**src/rtl/rotator_sequencer_pkg.sv**
```systemverilog
// rtl/rotator_sequencer_pkg.sv - shared state encoding and default sizes for rotator_sequencer
package rotator_sequencer_pkg;

    localparam int STATE_W      = 2;
    localparam int DEF_WIDTH    = 8;
    localparam int DEF_STEP_W   = 4;

    typedef enum logic [STATE_W-1:0] {
        ST_IDLE  = 2'd0,
        ST_LOAD  = 2'd1,
        ST_SHIFT = 2'd2,
        ST_DONE  = 2'd3
    } seq_state_e;

endpackage

```
**src/rtl/rotator_sequencer_step_counter.sv**
```systemverilog
// rtl/rotator_sequencer_step_counter.sv - loadable down-counter of remaining shift steps
module rotator_sequencer_step_counter #(
    parameter int STEP_W = 4
) (
    input  logic              clk,
    input  logic              reset,
    input  logic              load,
    input  logic [STEP_W-1:0] load_val,
    input  logic              dec,
    output logic [STEP_W-1:0] count,
    output logic              last,
    output logic              zero
);

    // Load takes priority; decrement stops at zero so a stray dec cannot wrap.
    always_ff @(posedge clk or posedge reset) begin
        if (reset) begin
            count <= '0;
        end else if (load) begin
            count <= load_val;
        end else if (dec && (count != '0)) begin
            count <= count - 1'b1;
        end
    end

    // last marks the final shift cycle; zero means no shifting is needed at all.
    always_comb begin
        last = (count == {{(STEP_W-1){1'b0}}, 1'b1});
        zero = (count == '0);
    end

endmodule

```
**src/rtl/rotator_sequencer.sv**
```systemverilog
// rtl/rotator_sequencer.sv - turns one command into an exact load/shift/done cycle sequence
module rotator_sequencer
    import rotator_sequencer_pkg::*;
#(
    parameter int WIDTH  = DEF_WIDTH,
    parameter int STEP_W = DEF_STEP_W
) (
    input  logic              clk,
    input  logic              reset,
    input  logic              start,
    output logic              ready,
    input  logic              cmd_load,
    input  logic              cmd_right,
    input  logic              cmd_asr,
    input  logic [STEP_W-1:0] cmd_steps,
    input  logic [WIDTH-1:0]  cmd_data,
    input  logic [WIDTH-1:0]  sr_q,
    output logic              sr_shift,
    output logic              sr_right,
    output logic              sr_asr,
    output logic [WIDTH-1:0]  sr_data,
    output logic              done
);

    seq_state_e       state, state_nxt;
    logic             accept;
    logic             cnt_dec;
    logic             cnt_last;
    logic             cnt_zero;
    logic [STEP_W-1:0] cnt_val;
    logic [WIDTH-1:0] lat_data;
    logic             lat_right;
    logic             lat_asr;

    assign accept = (state == ST_IDLE) && start;

    rotator_sequencer_step_counter #(
        .STEP_W (STEP_W)
    ) u_step_counter (
        .clk      (clk),
        .reset    (reset),
        .load     (accept),
        .load_val (cmd_steps),
        .dec      (cnt_dec),
        .count    (cnt_val),
        .last     (cnt_last),
        .zero     (cnt_zero)
    );

    // State register.
    always_ff @(posedge clk or posedge reset) begin
        if (reset) begin
            state <= ST_IDLE;
        end else begin
            state <= state_nxt;
        end
    end

    // Capture the command on acceptance so later cmd_* changes cannot disturb it.
    always_ff @(posedge clk or posedge reset) begin
        if (reset) begin
            lat_data  <= '0;
            lat_right <= 1'b0;
            lat_asr   <= 1'b0;
        end else if (accept) begin
            lat_data  <= cmd_data;
            lat_right <= cmd_right;
            lat_asr   <= cmd_asr;
        end
    end

    // Next state and Moore output decode; idle/done reload sr_q so the register holds.
    always_comb begin
        state_nxt = state;
        ready     = 1'b0;
        done      = 1'b0;
        sr_shift  = 1'b0;
        sr_right  = 1'b0;
        sr_asr    = 1'b0;
        sr_data   = sr_q;
        cnt_dec   = 1'b0;
        case (state)
            ST_IDLE: begin
                ready = 1'b1;
                if (start) begin
                    if (cmd_load) begin
                        state_nxt = ST_LOAD;
                    end else if (cmd_steps != '0) begin
                        state_nxt = ST_SHIFT;
                    end else begin
                        state_nxt = ST_DONE;
                    end
                end
            end
            ST_LOAD: begin
                sr_data   = lat_data;
                state_nxt = cnt_zero ? ST_DONE : ST_SHIFT;
            end
            ST_SHIFT: begin
                sr_shift = 1'b1;
                sr_right = lat_right;
                sr_asr   = lat_asr & lat_right;
                cnt_dec  = 1'b1;
                if (cnt_last) begin
                    state_nxt = ST_DONE;
                end
            end
            ST_DONE: begin
                done      = 1'b1;
                state_nxt = ST_IDLE;
            end
            default: begin
                state_nxt = ST_IDLE;
            end
        endcase
    end

endmodule

```
**config.mk**
```make
export PLATFORM = sky130hd
export DESIGN_NAME = rotator_sequencer
export DESIGN_NICKNAME = d
export VERILOG_FILES = /design/src/rtl/rotator_sequencer_pkg.sv /design/src/rtl/rotator_sequencer_step_counter.sv /design/src/rtl/rotator_sequencer.sv
export SDC_FILE = /design/constraint.sdc
export NUM_CORES = 1
export LEC_CHECK = 0
export ABC_AREA = 1
export ABC_CLOCK_PERIOD_IN_PS = 1500
export CAP_MARGIN = 20
export CORE_AREA = 10 10 62 64
export CTS_BUF_LIST = sky130_fd_sc_hd__clkbuf_8
export DETAILED_ROUTE_END_ITERATION = 7
export DIE_AREA = 0 0 72 74
export PLACE_DENSITY_LB_ADDON = 0.12
export SYNTH_ARGS = -nofsm -noshare
export SYNTH_HDL_FRONTEND = slang
export SYNTH_HIERARCHICAL = 1
export SYNTH_SLANG_ARGS = --single-unit
```
**constraint.sdc**
```tcl
create_clock -name clk -period 1.5 [get_ports clk]
set_clock_uncertainty 0.1 [all_clocks]
set_input_delay 0.3 -clock clk [delete_from_list [all_inputs] [get_ports clk]]
set_output_delay 0.3 -clock clk [all_outputs]
set_load 0.005 [all_outputs]
```
==> run_results.csv <==
group,metric,value,unit
outcome,status,"finished with violations",
outcome,violations_in_the_final_reports,"negative setup slack",
cts,max-clock-path-buffers,2,
layout,syn_to_final_growth,89.3,%
layout,final-instance-count-excl-fill,229,
placement,detailed_place_hpwl,2.31,mm
cts,post_cts_hold_fix_bufs,0,
layout,fin_area,1970,um^2
logic_synthesis,proportion_of_netlist_area_held_by_the_largest_area_contributor,38.6,%
die,fp.coreArea,2660,um^2
timing,hold_vio_cnt_final,0,
timing,timing.fmax,547,MHz
setup_path,critical-path-slowest-cell,"dfrtp_2",
timing,post-route-period-util,122,%
layout,regArea,402,um^2
cts,clock-root-buffer,"clkbuf_8",
setup_path,cpPeakStageDelay,0.45,ns
setup_path,timing.critical_path.arrival,1.43,ns
power,max-vdd-ir-drop,1.22,mV
layout,layout-drive-gt1-share,47.5,%
drt,routed_length_per_instance,15.4,um
drt,drcViolationCount,0,
power,power_per_cell_area,1980,nW/um^2
die,horizontal_die_dimension,72,um
setup_path,timing.critical_path.required,1.10,ns
die,floorplan.initialDensity,39.0,%
setup_path,critPathMaxFanout,5,
logic_synthesis,number_of_synthesized_register_bits,16,
die,design.die.area,5330,um^2
placement,placedInstanceArea,1550,um^2
placement,place_worst_setup_slack,-0.427,ns
grt,grt_first_pass_wirelength,5.46,mm
timing,final_period_minus_worst_setup_slack,1.83,ns
logic_synthesis,synth.yosys.seq_area_share,38.6,%
logic_synthesis,post_synthesis_cell_area,1040,um^2
timing,timing.setup.tns,-3.78,ns
grt,global_route.usage.total,12.4,%
setup_path,critPathKind,"reg2out",
logic_synthesis,netlist_top_cells_area,"dfrtp_1, nand2_1, mux2_2",
timing,finalSetupViolCount,24,
setup_path,worst_path_most_repeated_cell,"buf_6",
layout,multi_input_combinational_cell_area,744,um^2
timing,timing.final.ws_setup,-0.326,ns
layout,final_cell_mix,"nand2_1, clkdlybuf4s50_1, nand2_2",
drt,detail-route-antenna-nets,0,
grt,grt_antenna_before_repair,0,
cts,tritoncts,"done",
cts,clock-sinks,16,
drt,detailedRoute.firstPassIterationCount,3,
cts,clock_insertion_delay_worst_skew,0.25,ns
setup_path,cp_startpoint_kind,"flip-flop",
drt,vias,1108,
timing,slew_violations,0,
logic_synthesis,yosysWarningCount,6,
setup_path,worst_path_dominant_cell_family,"flip-flops",
setup_path,critical_path_buf_inv_count,2,
logic_synthesis,netlist-cell-type-count,19,
placement,final_estimated_routing_congestion_in_global_placement,0.865,
logic_synthesis,postSynthCellCount,136,
layout,antenna_cells,0,
placement,place.detailed.instances,218,
die,std_cell_rows,19,
layout,most_frequent_standard_cell_in_the_layout_excluding_fill_and_tap_cells,"nand2_1",
cts,cts-buffers-inserted,3,
logic_synthesis,syn-num-nets,169,
setup_path,cp_cell_sequence,"ha_4, buf_6, mux2_4, buf_6",
drt,initialDrtViolationCount,32,
layout,nets,232,
placement,port-buffer-count,38,
cts,h-tree-depth,1,
grt,gr-total-overflow,0,
hold_path,worstHoldPathType,"in2async",
setup_path,end_kind,"output port",
cts,worst_setup_hold_path_clk_slew,0.07,ns
die,chipHeight,74,um
timing,max-slew-margin-rel,84.5,%
drt,viasPerCell,4.84,
logic_synthesis,yosys.area.top_type,"dfrtp_1",
grt,grt_start_max_net_pins,13,
job,cap_violations,0,
die,pin_count,39,
logic_synthesis,postSynthAreaPerCell,7.64,um^2
grt,first_global_vias,1198,
drt,wirelength,3.54,mm
timing,rsz0062_at_grt,"true",
power,cellLeakagePower,0.988,nW
timing,max_slew.worst_pin.slew,0.231,ns
layout,fill_cells,199,
worst reg2reg max path, stage by stage (launching register included):
cell and delay [ns]:
dfrtp_2 0.45, inv_2 0.08, buf_6 0.11, ha_4 0.13
buf_6 0.12, nand2_8 0.08, buf_12 0.14, inv_8 0.05
nand2_1 0.04, o21ai_1 0.07, nand2_1 0.08, nand2_1 0.08
synthesized netlist by cell type:
cell      number
ha_1           7
inv_1         18
buf_12         1
nand3_1        5
o21ai_1        1
inv_4          1
nand2_4        1
buf_2          1
inv_2          1
nand3b_1       2
mux2_2         8
nand2_2        4
nor2_1         5
o21ai_0        5
dfrtp_1       16
nand2_1       57
nor2_2         1
nor3b_1        1
nor3_1         1
sequential cells by signal, indices dropped and copies added, names as in the netlist:
signal / count
lat_right: 1
u_step_counter/count: 4
state: 2
lat_asr: 1
lat_data: 8
worst paths after layout:
check | start | end | slack, ns | cells after the start
max | state[0] | sr_data[7] | -0.33 | 4
min | reset | u_step_counter/count[2] | 0.16 | 2
max reg2reg | state[0] | u_step_counter/count[0] | -0.10 | 11
min reg2reg | lat_data[6] | lat_data[6] | 0.40 | 2
max in group asynchronous | reset | state[0] | 0.86 | 3
min in group clk | lat_data[6] | lat_data[6] | 0.40 | 2
per-layer routing:
layer / part of all wire, % / global-route usage, % / routed length (um)
met1: 38 / 13.6 / 1340
met2: 54 / 22.7 / 1890
met3: 5.0 / 3.06 / 177
met4: 3.4 / 4.30 / 122
met5: 0 / 0 / 0
power breakdown:
group / internal, mW / switching, mW
clock network: 0.233 / 0.155
registers: 0.649 / 0.200
logic: 1.42 / 1.25
cell families (layout without fill, tap and decap cells):
group / Yosys count / count (layout) / share of synthesized area, %
AO/OA/AOI/OAI: 6 / 6 / 2.89
buffers and inverters: 22 / 84 / 9.88
adder cells (fa/ha/maj): 7 / 7 / 8.43
AND/OR/NAND/NOR: 77 / 77 / 31.6
flip-flops: 16 / 16 / 38.6
multiplexers: 8 / 8 / 8.68
per-stage QoR:
step / utilization (%) / hold WS (ns) / power [mW]
2_1_floorplan: - / -0.0339 / 1.77
3_3_place_gp: 58.1 / 0.361 / 2.49
3_5_place_dp: 58.1 / 0.363 / 2.54
4_1_cts: 68.4 / 0.165 / 3.44
5_1_grt: 73.8 / 0.178 / 4.20
6_report: 73.8 / 0.155 / 3.90
cell type report:
| type | instances | area share (%) |
|---|---|---|
| tap | 31 | 1.97 |
| timing repair buffer | 59 | 31.3 |
| sequential | 16 | 20.4 |
| clock buffer | 4 | 2.80 |
| multi-input combinational | 98 | 37.9 |
| inverter | 20 | 5.09 |
| timing repair inverter | 1 | 0.573 |
what timing repair did:
item,in CTS,in global routing
endpoints found under the hold margin,0,0
gates cloned,2,0
gates resized for setup,112,37
buffers inserted,1,7
pin swaps,8,14
setup endpoints to repair,26,29
Power figures use the tool's default switching activity.
